`src/rtl/uart_pkg.sv`:
```
// Shared UART definitions: parity modes, transmitter state encoding and frame sizing.
package uart_pkg;

    localparam int PAR_NONE = 0;
    localparam int PAR_ODD  = 1;
    localparam int PAR_EVEN = 2;

    typedef enum logic [2:0] {
        ST_IDLE,
        ST_START,
        ST_DATA,
        ST_PARITY,
        ST_STOP
    } tx_state_t;

    function automatic int frame_cycles(input int clks_per_bit, input int data_bits,
                                        input int parity, input int stop_bits);
        return (1 + data_bits + ((parity != PAR_NONE) ? 1 : 0) + stop_bits) * clks_per_bit;
    endfunction

endpackage

```
`src/rtl/uart_tx_frame_if.sv`:
```
// Producer-side bundle of the buffered UART transmitter; parameters must match the attached transmitter.
interface uart_tx_frame_if #(
    parameter int DATA_BITS  = 8,
    parameter int FIFO_DEPTH = 16
);
    logic                        i_TX_DV;
    logic [DATA_BITS-1:0]        i_TX_Byte;
    logic                        o_TX_Ready;
    logic                        o_Overflow;
    logic [$clog2(FIFO_DEPTH):0] o_FIFO_Count;
    logic                        o_TX_Active;
    logic                        o_TX_Serial;
    logic                        o_TX_Done;

    modport master (
        output i_TX_DV, i_TX_Byte,
        input  o_TX_Ready, o_Overflow, o_FIFO_Count, o_TX_Active, o_TX_Serial, o_TX_Done
    );

    modport slave (
        input  i_TX_DV, i_TX_Byte,
        output o_TX_Ready, o_Overflow, o_FIFO_Count, o_TX_Active, o_TX_Serial, o_TX_Done
    );
endinterface

```
`src/rtl/sync_fifo.sv`:
```
// Single-clock FIFO with occupancy count; head word visible combinationally, pop takes effect on the edge.
// Writes while full are dropped and flagged by a one-cycle overflow pulse, even when a pop coincides.
module sync_fifo #(
    parameter int WIDTH = 8,
    parameter int DEPTH = 16
) (
    input  logic                   clk,
    input  logic                   rst,
    input  logic                   wr_vld,
    input  logic [WIDTH-1:0]       wr_dat,
    output logic                   wr_rdy,
    output logic                   rd_vld,
    input  logic                   rd_rdy,
    output logic [WIDTH-1:0]       rd_dat,
    output logic [$clog2(DEPTH):0] count,
    output logic                   overflow
);
    localparam int AW = $clog2(DEPTH);

    logic [WIDTH-1:0] mem [DEPTH];
    logic [AW-1:0]    wr_ptr;
    logic [AW-1:0]    rd_ptr;
    logic             push;
    logic             pop;

    assign wr_rdy = (count != (AW+1)'(DEPTH));
    assign rd_vld = (count != '0);
    assign push   = wr_vld && wr_rdy;
    assign pop    = rd_rdy && rd_vld;
    assign rd_dat = mem[rd_ptr];

    always_ff @(posedge clk) begin
        if (push) begin
            mem[wr_ptr] <= wr_dat;
        end
    end

    // Pointers wrap naturally because DEPTH is a power of two.
    always_ff @(posedge clk) begin
        if (rst) begin
            wr_ptr   <= '0;
            rd_ptr   <= '0;
            count    <= '0;
            overflow <= 1'b0;
        end else begin
            overflow <= wr_vld && !wr_rdy;
            if (push) begin
                wr_ptr <= wr_ptr + 1'b1;
            end
            if (pop) begin
                rd_ptr <= rd_ptr + 1'b1;
            end
            if (push && !pop) begin
                count <= count + 1'b1;
            end else if (pop && !push) begin
                count <= count - 1'b1;
            end
        end
    end

endmodule

```
`src/rtl/uart_tx_frame.sv`:
```
// Buffered UART transmitter: FIFO-fed serialiser with configurable data width, parity and stop bits.
// Line falls two edges after a write into an empty idle block; queued words chain with zero idle gap.
module uart_tx_frame
    import uart_pkg::*;
#(
    parameter int CLKS_PER_BIT = 217,
    parameter int DATA_BITS    = 8,
    parameter int PARITY       = 0,
    parameter int STOP_BITS    = 1,
    parameter int FIFO_DEPTH   = 16
) (
    input  logic           i_Clock,
    input  logic           i_Reset,
    uart_tx_frame_if.slave tx
);
    localparam int CW = $clog2(CLKS_PER_BIT);
    localparam int IW = $clog2(DATA_BITS);
    localparam logic [CW-1:0] BIT_LAST  = CW'(CLKS_PER_BIT - 1);
    localparam logic [CW-1:0] DONE_AT   = CW'(CLKS_PER_BIT - 2);
    localparam logic [IW-1:0] DATA_LAST = IW'(DATA_BITS - 1);
    localparam logic [IW-1:0] STOP_LAST = IW'(STOP_BITS - 1);
    localparam logic          PAR_SEED  = (PARITY == PAR_ODD);

    tx_state_t            state;
    logic [CW-1:0]        clk_cnt;
    logic [IW-1:0]        bit_idx;
    logic [DATA_BITS-1:0] shreg;
    logic                 par_acc;
    logic                 serial;
    logic                 active;
    logic                 done;
    logic                 head_vld;
    logic [DATA_BITS-1:0] head;
    logic                 pop;
    logic                 bit_end;
    logic                 frame_end;

    assign bit_end   = (clk_cnt == BIT_LAST);
    assign frame_end = (state == ST_STOP) && bit_end && (bit_idx == STOP_LAST);
    assign pop       = head_vld && ((state == ST_IDLE) || frame_end);

    sync_fifo #(
        .WIDTH (DATA_BITS),
        .DEPTH (FIFO_DEPTH)
    ) u_fifo (
        .clk      (i_Clock),
        .rst      (i_Reset),
        .wr_vld   (tx.i_TX_DV),
        .wr_dat   (tx.i_TX_Byte),
        .wr_rdy   (tx.o_TX_Ready),
        .rd_vld   (head_vld),
        .rd_rdy   (pop),
        .rd_dat   (head),
        .count    (tx.o_FIFO_Count),
        .overflow (tx.o_Overflow)
    );

    // serial is loaded with the next bit on each boundary edge, so it stays registered.
    always_ff @(posedge i_Clock) begin
        if (i_Reset) begin
            state   <= ST_IDLE;
            clk_cnt <= '0;
            bit_idx <= '0;
            shreg   <= '0;
            par_acc <= 1'b0;
            serial  <= 1'b1;
            active  <= 1'b0;
            done    <= 1'b0;
        end else begin
            done    <= (state == ST_STOP) && (bit_idx == STOP_LAST) && (clk_cnt == DONE_AT);
            clk_cnt <= (state == ST_IDLE || bit_end) ? '0 : clk_cnt + 1'b1;
            case (state)
                ST_IDLE: begin
                    if (pop) begin
                        shreg   <= head;
                        par_acc <= PAR_SEED;
                        serial  <= 1'b0;
                        active  <= 1'b1;
                        state   <= ST_START;
                    end
                end
                ST_START: begin
                    if (bit_end) begin
                        serial  <= shreg[0];
                        bit_idx <= '0;
                        state   <= ST_DATA;
                    end
                end
                ST_DATA: begin
                    if (bit_end) begin
                        shreg   <= shreg >> 1;
                        par_acc <= par_acc ^ shreg[0];
                        if (bit_idx == DATA_LAST) begin
                            bit_idx <= '0;
                            if (PARITY != PAR_NONE) begin
                                serial <= par_acc ^ shreg[0];
                                state  <= ST_PARITY;
                            end else begin
                                serial <= 1'b1;
                                state  <= ST_STOP;
                            end
                        end else begin
                            bit_idx <= bit_idx + 1'b1;
                            serial  <= shreg[1];
                        end
                    end
                end
                ST_PARITY: begin
                    if (bit_end) begin
                        serial <= 1'b1;
                        state  <= ST_STOP;
                    end
                end
                ST_STOP: begin
                    if (frame_end) begin
                        bit_idx <= '0;
                        if (pop) begin
                            shreg   <= head;
                            par_acc <= PAR_SEED;
                            serial  <= 1'b0;
                            state   <= ST_START;
                        end else begin
                            active <= 1'b0;
                            state  <= ST_IDLE;
                        end
                    end else if (bit_end) begin
                        bit_idx <= bit_idx + 1'b1;
                    end
                end
                default: state <= ST_IDLE;
            endcase
        end
    end

    assign tx.o_TX_Serial = serial;
    assign tx.o_TX_Active = active;
    assign tx.o_TX_Done   = done;

endmodule

```
`src/flat_wrapper.sv`:
```
// flat-port wrapper written by rule: the top's interface ports become plain ports
module uart_tx_frame_flat import uart_pkg::*;
#(
    parameter int CLKS_PER_BIT = 217,
    parameter int DATA_BITS    = 8,
    parameter int PARITY       = 0,
    parameter int STOP_BITS    = 1,
    parameter int FIFO_DEPTH   = 16
)
  (i_Clock, i_Reset, tx_i_TX_DV, tx_i_TX_Byte, tx_o_TX_Ready, tx_o_Overflow, tx_o_FIFO_Count, tx_o_TX_Active, tx_o_TX_Serial, tx_o_TX_Done);
  uart_tx_frame_if #(.DATA_BITS(DATA_BITS), .FIFO_DEPTH(FIFO_DEPTH)) tx_i ();
  input  logic i_Clock;
  input  logic i_Reset;
  input wire logic [$bits(tx_i.i_TX_DV)-1:0] tx_i_TX_DV;
  input wire logic [$bits(tx_i.i_TX_Byte)-1:0] tx_i_TX_Byte;
  output wire logic [$bits(tx_i.o_TX_Ready)-1:0] tx_o_TX_Ready;
  output wire logic [$bits(tx_i.o_Overflow)-1:0] tx_o_Overflow;
  output wire logic [$bits(tx_i.o_FIFO_Count)-1:0] tx_o_FIFO_Count;
  output wire logic [$bits(tx_i.o_TX_Active)-1:0] tx_o_TX_Active;
  output wire logic [$bits(tx_i.o_TX_Serial)-1:0] tx_o_TX_Serial;
  output wire logic [$bits(tx_i.o_TX_Done)-1:0] tx_o_TX_Done;
  assign tx_i.i_TX_DV = tx_i_TX_DV;
  assign tx_i.i_TX_Byte = tx_i_TX_Byte;
  assign tx_o_TX_Ready = tx_i.o_TX_Ready;
  assign tx_o_Overflow = tx_i.o_Overflow;
  assign tx_o_FIFO_Count = tx_i.o_FIFO_Count;
  assign tx_o_TX_Active = tx_i.o_TX_Active;
  assign tx_o_TX_Serial = tx_i.o_TX_Serial;
  assign tx_o_TX_Done = tx_i.o_TX_Done;
  uart_tx_frame #(.CLKS_PER_BIT(CLKS_PER_BIT), .DATA_BITS(DATA_BITS), .PARITY(PARITY), .STOP_BITS(STOP_BITS), .FIFO_DEPTH(FIFO_DEPTH)) u_core (.i_Clock(i_Clock), .i_Reset(i_Reset), .tx(tx_i));
endmodule
```
`config.mk`:
```
export PLATFORM = sky130hd
export DESIGN_NAME = uart_tx_frame_flat
export DESIGN_NICKNAME = d
export VERILOG_FILES = /design/src/rtl/uart_pkg.sv /design/src/rtl/uart_tx_frame_if.sv /design/src/rtl/sync_fifo.sv /design/src/rtl/uart_tx_frame.sv /design/src/flat_wrapper.sv
export SDC_FILE = /design/constraint.sdc
export NUM_CORES = 1
export LEC_CHECK = 0
export ABC_AREA = 1
export BUFFER_PORTS_ARGS = -buffer_cell sky130_fd_sc_hd__buf_2
export CAP_MARGIN = 20
export CORE_UTILIZATION = 56
export DETAILED_ROUTE_END_ITERATION = 8
export PLACE_DENSITY_LB_ADDON = 0.15
export REMOVE_ABC_BUFFERS = 1
export SKIP_CTS_REPAIR_TIMING = 1
export SKIP_LAST_GASP = 1
export SLEW_MARGIN = 15
export SYNTH_ARGS = -nofsm -noshare
export SYNTH_HDL_FRONTEND = slang
export SYNTH_SLANG_ARGS = --single-unit
```
`constraint.sdc`:
```
create_clock -name i_Clock -period 3.15 [get_ports i_Clock]
set_input_delay 0.1575 -clock i_Clock [delete_from_list [all_inputs] [get_ports i_Clock]]
set_output_delay 0.1575 -clock i_Clock [all_outputs]
set_load 0.02 [all_outputs]
```
# ---- Yosys cells after proc, flatten, opt, wreduce, memory -nomap -nowiden
# Memories as Yosys holds them, arrays and structs flattened. A register that Yosys moved wholly into a read port is not among the register bits.
# Index checks and enable logic that the tools add are counted.
dict set report word_totals {
  n_memories 1
  ff_bits 39
  ramBits 128
  in_bits 11
}
# memory words width rd rd_ports_with_merged_regs write_ports line
set mem_list {}
lappend mem_list {u_core.u_fifo.mem 16 8 1 1 1 sync_fifo.sv:20} ;# logic [WIDTH-1:0] mem [DEPTH];
dict set report classes {
  mux 35
  reduce_logical 29
  add_sub_neg 6
  eq_ne 16
}
# op n
set ops {}
lappend ops {{$mux 3} 11}
lappend ops {{$mux 8} 3}
lappend ops {{$pmux 8 s3} 1}
lappend ops {{$eq 8x8->1 const B} 2}
lappend ops {{$pmux 3 s5} 1}
lappend ops {{$mux 1} 12}
lappend ops {{$logic_and 1x1->1} 10}
lappend ops {{$mux 5} 2}
lappend ops {{$ne 2x1->1 const B} 5}
lappend ops {{$reduce_bool 5->1} 2}
lappend ops {{$pmux 3 s3} 1}
lappend ops {{$add 4x1->4 const B} 2}
lappend ops {{$add 8x1->8 const B} 1}
lappend ops {{$mux 4} 2}
lappend ops {{$reduce_and 4->1} 2}
lappend ops {{$eq 3x2->1 const B} 2}
lappend ops {{$eq 3x3->1 const B} 2}
lappend ops {{$logic_not 3->1} 2}
lappend ops {{$reduce_and 6->1} 1}
lappend ops {{$reduce_bool 3->1} 2}
lappend ops {{$add 5x1->5 const B} 1}
lappend ops {{$ne 5x5->1 const B} 1}
lappend ops {{$pmux 1 s5} 1}
lappend ops {{$reduce_and 5->1} 1}
lappend ops {{other kinds (11)} 16}

# ---- Logic depth before layout (Yosys ltp)
# Gate-level depths: netlist (run 1).
dict set report logic_depth {
  ltp_word 9
  ltp_mapped 18
}

# ---- Cells and area by module
# A second synthesis (run 1) with hierarchy kept.
dict set report unflattened {
  cells_unflattened 867
  hier_area_um2 7891.3
}
# mod area_per_inst_um2 cells_each instances
set modules_own_cells {}
lappend modules_own_cells {sync_fifo 6503.7 658 1}
lappend modules_own_cells {uart_tx_frame 1387.6 209 1}

# ---- Worst setup path after synthesis (run 1)
# No wires, ideal clock.
dict set report synth_timing {
  path_kind {register to register}
  start {register u_core.u_fifo.count[1]}
  end {register u_core.u_fifo.count[4]}
  period_less_slack_ns 2.404
  arrival_ns 2.292
  required_time_ns 3.037
  setup_ns 0.113
  stages_incl_launch_ff 14
  path_buffers 0
  slack_ns 0.746
  cell_sequence {dfxtp_1 > inv_1 > nand4_1 > nand2_1 > inv_1 > ha_1 > inv_1 > ha_1 > a21oi_1 > nor2_1 > o21ai_0 > nand3_1 > nor2_1 > nor2_1}
}
dict set report synth_via {
  word_cells_on_any_way 14
  cone_classes {add/sub (2); eq/ne (1); mux (2); reduce/logical (9)}
}
# element line
set synth_lines {}
lappend synth_lines {{start, declared} sync_fifo.sv:15} ;# output logic [$clog2(DEPTH):0] count,
lappend synth_lines {{start signal, assigned} sync_fifo.sv:54} ;# count <= count + 1'b1;
lappend synth_lines {{start signal, assigned} sync_fifo.sv:56} ;# count <= count - 1'b1;
lappend synth_lines {{$ne 5x5->1 *} sync_fifo.sv:26} ;# assign wr_rdy = (count != (AW+1)'(DEPTH));
lappend synth_lines {{via tx_o_TX_Ready} flat_wrapper.sv:16} ;# output wire logic [$bits(tx_i.o_TX_Ready)-1:0] tx_o_TX_Ready;
lappend synth_lines {{$logic_and 1x1->1 *} sync_fifo.sv:28} ;# assign push = wr_vld && wr_rdy;
lappend synth_lines {{via u_core.u_fifo.push} sync_fifo.sv:23} ;# logic push;
lappend synth_lines {{$logic_not 1->1} sync_fifo.sv:55} ;# end else if (pop && !push) begin
lappend synth_lines {{$logic_and 1x1->1} sync_fifo.sv:55}
lappend synth_lines {{$reduce_bool 2->1 (no line)} --}
# The timed path passes the listed nets; every way through them passes the cells marked *. The select of a mux whose other input is x is not followed.
# A chain may end at the register's enable or synchronous reset.

# ---- Worst setup path after layout (run 1)
dict set report layout_timing {
  start {register u_core.u_fifo.count[0]}
  end {register u_core.u_fifo.count[4]}
}
dict set report layout_via {
  elab_chain_cells 6
  word_cells_on_any_way 14
  cone_classes {add/sub (2); eq/ne (1); mux (2); reduce/logical (9)}
}
# element
set layout_lines {}
lappend layout_lines {{parallel branches: the longest is 6 deep, another holds $sub 5x1->5}}
# Several ways; the timed one is not identified. The select of a mux whose other input is x is not followed.

==> flow_summary_export.csv, run 1 <==
group,metric,value,unit
worst_setup_path,cp-start-kind,"register",
synth,yosys.cell_types.count,33,
synth,synth_area,7680,µm²
routing,post_drt_wl_per_cell,16.3,µm
floorplan,coreArea,13300,µm²
synth,synthAdderAreaFrac,2.71,%
synth,ys_seq_area_share,61.3,%
synth,ys_ff_latch,171,
cells_and_area,fillers,1068,
sta,finalCritPeriodShare,86.1,%
routing,drc_errors,0,
synth,ys_warn_count,0,
synth,syn_avg_cell_area,9.26,µm²
clock_tree,cts_buffer_depth,2,
grt,grt_pass1_wl,27000,µm
grt,grt_start_max_net_pins,67,
synth,synth-xor-area-share,0.456,%
cells_and_area,area_delta_synth_final,10.8,%
sta,setup_viol,0,
clock_tree,path_clk_slew,0.06,ns
worst_setup_path,crit_type,"register to register",
worst_setup_path,crit_family,"simple AND/OR/NAND/NOR gates",
floorplan,die_h,119,µm
routing,vias,5557,
placed_design,post-place-ws,0.443,ns
sta,holdWs,0.0342,ns
outcome,status,"completed",
synth,netlist.area_leader.share,50.1,%
sta,tns,0,ns
routing,vias_per_cell,5.37,
sta,max_slew_margin,43.6,%
synth,synthMuxAreaShare,0,%
synth,yosys.cell_count.top_type,"nand2_1",
routing,routed_wl,16800,µm
synth,synth_edf_count,128,
sta,setup_slack,0.437,ns
sta,hold_viol_final,0,
worst_setup_path,arrival,3.08,ns
routing,drtIter0Drc,508,
synth,synth_compound_area_share,3.59,%
synth,synth-simple-area-share,24.4,%
worst_setup_path,critPathMaxStageDelay,0.34,ns
clock_tree,cts.sinks,171,
synth,yosys-top-cells-count,"262 x nand2_1, 128 x edfxtp_1, 113 x inv_1",
synth,synth.area.top_cells,"edfxtp_1 50%, nand2_1 13%, dfxtp_1 11%",
power,irDropWorstVdd,0.431,mV
synth,ys_async_sr_fraction,0,%
cells_and_area,antenna-diode-count,0,
synth,synth_top_area_cell,"edfxtp_1",
clock_tree,cts_tree,"built",
worst_setup_path,crit_top_cell,"nor2_1",
min_path,hp-class,"input pin to register",
cells_and_area,design_area,8510,µm²
power,p_per_area,852,nW/µm²
clock_tree,root_buffer,"clkbuf_16",
sta,grt_setup_unrepaired,"false",
grt,grt_pass1_vias,5472,
floorplan,chipWidth,119,µm
placed_design,port_buffers,20,
worst_setup_path,critPathBufInv,2,
floorplan,boundaryPins,21,
sta,fin_skew,0.00874,ns
clock_tree,h-tree-depth,4,
grt,antenna_found_initial,0,
sta,max_freq,0.369,GHz
routing,drt.antenna.violating_nets,0,
floorplan,initial_core_util,57.7,%
sta,period_minus_slack,2.71,ns
worst_setup_path,crit_fanout,9,
cells_and_area,layout-drive-gt1-share,8.04,%
synth,synth_flop_cell,"edfxtp_1",
worst_setup_path,end_kind,"register",
placed_design,dp_hpwl,10600,µm
clock_tree,clock_latency,0.44,ns
job,max_cap_viol_count,0,
clock_tree,cts_buffers,17,
sta,worst_pin_slew,0.844,ns
worst_setup_path,crit_path_cell_trace,"nor2_1, nand4_1, nand3_1, nand2_2, inv_1, ha_1, inv_1, ha_1, a21oi_1, nor2_1, o21ai_0, nand3_1, nand2_1, nand2_1, nor2_1",
cells_and_area,post-route-util,64.0,%
sta,slew_violations,0,
floorplan,die-area,14200,µm²
synth,syn_inst,829,
placed_design,place_congestion,0.862,
grt,overflow,0,
placed_design,place_area,7890,µm²
grt,groute.usage.overall,25.3,%
routing,dr.pass1.iters,5,
synth,synth_top_family_by_area,"simple AND/OR/NAND/NOR gates",
worst_setup_path,cp.required,3.52,ns
power,total_leakage_power,3.63,nW
worst_setup_path,crit_slowest_cell,"dfxtp_1",
floorplan,rows,42,
cells_and_area,nets,873,
==> power breakdown <==
group          leakage, nW  total, mW  switching, mW  internal, mW
clock network        0.285       2.17          0.845          1.32
registers             1.51       2.71          0.116          2.60
logic                 1.84       2.36           1.63         0.735
==> stage by stage <==
stage / power, mW / std cells
global placement: 5.03 / 1002
CTS: 7.26 / 1033
detailed placement: 5.10 / 1002
finish: 7.25 / 1034
floorplan: 4.43 / 801
global route: 7.65 / 1034
==> registers in the layout (all words and copies together) (netlist names), 3 cells and up, named ones only <==
| name | cells |
|---|---|
| u_core.u_fifo.count | 5 |
| u_core.state | 3 |
| u_core.u_fifo.rd_ptr | 4 |
| u_core.shreg | 8 |
| u_core.u_fifo.wr_ptr | 4 |
| u_core.clk_cnt | 8 |
| u_core.bit_idx | 3 |
| u_core.u_fifo.mem | 128 |
==> layer usage <==
metal  vias to the layer above  wire length, µm  GRT usage (%)
met5                         -                0              0
met4                         0              422           12.7
met3                        42              919           4.17
met2                       169             8200           41.3
met1                      2643             7260           32.8
li1                       2703                -              -
==> final cells by class <==
cell class	instances	area (µm²)	share of cell area [%]
sequential	171	4710	55.3
multi-input combinational	514	2390	28.1
clock buffer	20	437	5.13
inverter	116	435	5.12
tap	176	220	2.59
clock inverter	11	169	1.99
timing repair buffer	26	148	1.74
==> final timing paths <==
check | depth (start not counted) | to | start | slack, ns
worst min register to register | 1 | u_core.clk_cnt[0]$_SDFF_PP0_ | u_core.clk_cnt[0]$_SDFF_PP0_ | 0.46
worst min-delay path | 2 | u_core.u_fifo.wr_ptr[2]$_SDFFE_PP0P_ | i_Reset | 0.03
worst max-delay path | 15 | u_core.u_fifo.count[4]$_SDFFE_PP0P_ | u_core.u_fifo.count[0]$_SDFFE_PP0P_ | 0.44
worst max register to register | 15 | u_core.u_fifo.count[4]$_SDFFE_PP0P_ | u_core.u_fifo.count[0]$_SDFFE_PP0P_ | 0.44
==> cell families after synthesis <==
| family | after synthesis |
|---|---|
| simple gates | 443 |
| flops | 171 |
| buf+inv | 144 |
| compound gates | 51 |
| fa+ha+maj | 16 |
| xor+xnor | 4 |
==> worst reg2reg max path, stage by stage, from the launching register on <==
cell     delay, ns
dfxtp_1       0.34
nor2_1        0.16
nand4_1       0.25
nand3_1       0.23
nand2_2       0.14
inv_1         0.15
ha_1          0.23
inv_1         0.12
ha_1          0.31
a21oi_1       0.17
nor2_1        0.08
o21ai_0       0.15
nand3_1       0.11
nand2_1       0.07
nand2_1       0.04
nor2_1        0.11
==> cell usage in the layout (no fill, tap or decap) <==
master,synthesis,final
xnor2_1,2,2
dfxtp_2,0,1
o211ai_1,2,2
inv_6,0,2
clkinvlp_4,0,3
xor2_1,2,2
inv_2,3,3
dfxtp_1,43,42
nor2_4,3,3
inv_1,113,113
bufinv_16,0,4
nand4_2,1,1
clkinv_1,0,1
a21oi_4,1,1
nand2_1,262,262
buf_2,12,20
dlygate4sd3_1,0,1
buf_4,2,5
nand2_2,3,3
a21oi_1,27,27
nor3b_1,2,2
and3_1,1,1
clkbuf_16,0,17
nor3_1,3,3
clkbuf_1,12,3
o21ai_1,1,1
nand4_1,4,4
ha_1,15,15
o21ai_0,19,19
clkinv_2,0,1
fa_1,1,1
o221ai_1,1,1
or2_2,1,1
edfxtp_1,128,128
nor2_1,64,64
nand2b_1,1,1
nand3_1,94,94
nand3_2,3,3
nand2_4,1,1
(Power assumes the default switching activity.)
==> inputs of run 2 (changes only) <==
--- a/config.mk
+++ b/config.mk
@@ -5,7 +5,6 @@
 export SDC_FILE = /design/constraint.sdc
 export NUM_CORES = 1
 export LEC_CHECK = 0
-export ABC_AREA = 1
 export BUFFER_PORTS_ARGS = -buffer_cell sky130_fd_sc_hd__buf_2
 export CAP_MARGIN = 20
 export CORE_UTILIZATION = 56
==> flow_summary_export.csv, run 2 <==
group,metric,value,unit
synth,synth_top_area_cell,"edfxtp_1",
synth,synth_area,7040,µm²
cells_and_area,stdcell_count,683,
floorplan,boundaryPins,21,
worst_setup_path,crit_fanout,4,
synth,netlist.area_leader.share,54.6,%
worst_setup_path,critPathMaxStageDelay,0.35,ns
worst_setup_path,cp.required,3.47,ns
floorplan,die_h,114,µm
routing,drt.antenna.violating_nets,0,
floorplan,rows,40,
synth,ys_async_sr_fraction,0,%
synth,synth_flop_cell,"edfxtp_1",
cells_and_area,fillers,880,
sta,setup_viol,0,
sta,period_minus_slack,2.94,ns
worst_setup_path,end_kind,"register",
cells_and_area,layout_common_cells,"128 x edfxtp_1, 53 x nor2_1, 42 x dfxtp_1",
worst_setup_path,cp-start-kind,"register",
cells_and_area,reg_top3,"u_core.u_fifo.mem x128, u_core.clk_cnt x8, u_core.shreg x8",
synth,syn_avg_cell_area,15.2,µm²
routing,vias_per_cell,5.90,
grt,antenna_found_initial,0,
outcome,status,"completed",
grt,overflow,0,
floorplan,die-area,13000,µm²
sta,tns,0,ns
cells_and_area,layout-drive-gt1-share,23.5,%
sta,setup_slack,0.211,ns
routing,routed_wl,13700,µm
clock_tree,path_clk_slew,0.07,ns
grt,grt_pass1_wl,21900,µm
sta,holdWs,0.114,ns
floorplan,initial_core_util,58.2,%
worst_setup_path,crit_slowest_cell,"mux2_2",
cells_and_area,nets,529,
synth,ys_ff_latch,171,
synth,ys_seq_area_share,66.8,%
cells_and_area,area_delta_synth_final,13.4,%
synth,yosys-top-cells-count,"128 x edfxtp_1, 53 x nor2_1, 43 x dfxtp_1",
clock_tree,cts_buffers,17,
clock_tree,cts.sinks,171,
sta,grt_setup_unrepaired,"false",
clock_tree,clock_latency,0.43,ns
routing,vias,4031,
sta,max_freq,0.340,GHz
placed_design,port_buffers,20,
synth,synth.area.top_cells,"edfxtp_1 55%, dfxtp_1 12%, mux4_2 8.0%",
clock_tree,h-tree-depth,4,
floorplan,coreArea,12100,µm²
worst_setup_path,crit_path_cell_trace,"inv_1, ha_1, nand3b_1, o31ai_1, buf_4, nand3_1, ha_2, inv_2, ha_1, nor2b_1, o21a_1, or3_1, a21oi_1, mux2_2",
cells_and_area,antenna-diode-count,0,
routing,drtIter0Drc,370,
sta,max_slew_margin,43.8,%
placed_design,post-place-ws,0.120,ns
synth,yosys.cell_count.top_type,"edfxtp_1",
grt,grt_start_max_net_pins,31,
job,max_cap_viol_count,0,
clock_tree,root_buffer,"clkbuf_16",
clock_tree,cts_buffer_depth,2,
placed_design,dp_hpwl,8920,µm
min_path,hp-class,"input pin to register",
power,total_leakage_power,2.71,nW
routing,post_drt_wl_per_cell,20.1,µm
grt,grt_pass1_vias,3958,
routing,dr.pass1.iters,5,
cells_and_area,largest_reg_flops,128,
sta,fin_skew,0.00971,ns
power,p_per_area,822,nW/µm²
placed_design,place_congestion,0.794,
clock_tree,cts_tree,"built",
sta,worst_pin_slew,0.841,ns
floorplan,chipWidth,114,µm
cells_and_area,regMostFlops,"u_core.u_fifo.mem",
worst_setup_path,crit_type,"register to register",
cells_and_area,final_common_cell,"edfxtp_1",
synth,yosys.cell_types.count,53,
worst_setup_path,arrival,3.26,ns
worst_setup_path,crit_top_cell,"ha_1",
power,irDropWorstVdd,0.519,mV
placed_design,placedCellCount,650,
routing,drc_errors,0,
synth,syn_inst,464,
sta,slew_violations,0,
sta,hold_viol_final,0,
synth,ys_warn_count,0,
synth,synth_edf_count,128,
grt,groute.usage.overall,23.4,%
sta,finalCritPeriodShare,93.3,%
[run 2: cells by family after synthesis]
logic type / synth area share, %
fa+ha+maj: 2.95
buf+inv: 2.08
compound gates: 6.87
xor+xnor: 1.99
flops: 66.8
mux: 11.0
simple gates: 8.37
[run 2: area by class of cell]
| cell class | count | area (µm²) | area share [%] |
|---|---|---|---|
| repair buffers | 41 | 260 | 3.26 |
| flip-flops and latches | 171 | 4710 | 58.9 |
| clock buffers | 20 | 437 | 5.47 |
| multi-input cells | 260 | 2200 | 27.5 |
| well taps | 168 | 210 | 2.63 |
| inverters | 11 | 41.3 | 0.517 |
| clock inverters | 12 | 140 | 1.75 |
[run 2: routing by layer]
layer | global-route usage, % | up-vias | part of all wire, %
met5 | 0 | - | 0
met4 | 7.71 | 0 | 0.99
met3 | 5.93 | 12 | 5.3
met2 | 37.4 | 124 | 48
met1 | 31.7 | 2039 | 45
li1 | - | 1856 | -
[run 2: final timing paths]
path	start	cells past startpoint	slack, ns	to
setup / recovery	u_core.clk_cnt[0]$_SDFF_PP0_	14	0.21	u_core.u_fifo.count[4]$_SDFFE_PP0P_
hold / removal	tx_i_TX_Byte[7]	1	0.11	u_core.u_fifo.mem[10][7]$_DFFE_PP_
setup reg to reg	u_core.clk_cnt[0]$_SDFF_PP0_	14	0.21	u_core.u_fifo.count[4]$_SDFFE_PP0P_
hold reg to reg	u_core.shreg[6]$_SDFFE_PP0P_	1	0.46	u_core.shreg[6]$_SDFFE_PP0P_
[run 2: worst max-delay path: cells and delay by family, from the launching register on]
kind	cells	cell delay, ns
buffers and inverters	3	0.32
adders and majority gates	3	0.60
muxes	1	0.35
DFF	1	0.34
AOI/OAI and AO/OA	3	0.58
and+or+nand+nor	4	0.65
[run 2: power by group]
group / total (mW) / internal, mW / switching [mW]
registers: 2.77 / 2.59 / 0.186
clock network: 2.04 / 1.18 / 0.863
logic: 1.75 / 0.824 / 0.925
total: 6.56 / 4.59 / 1.97
[run 2: metrics by stage]
| step | power, mW | area, µm² | utilization (%) |
|---|---|---|---|
| 2_1_floorplan | 4.05 | 6940 | - |
| 3_3_place_gp | 4.53 | 7400 | 61.1 |
| 3_5_place_dp | 4.56 | 7400 | 61.1 |
| 4_1_cts | 6.59 | 7980 | 65.9 |
| 5_1_grt | 6.88 | 7990 | 66.0 |
| 6_report | 6.56 | 7990 | 66.0 |
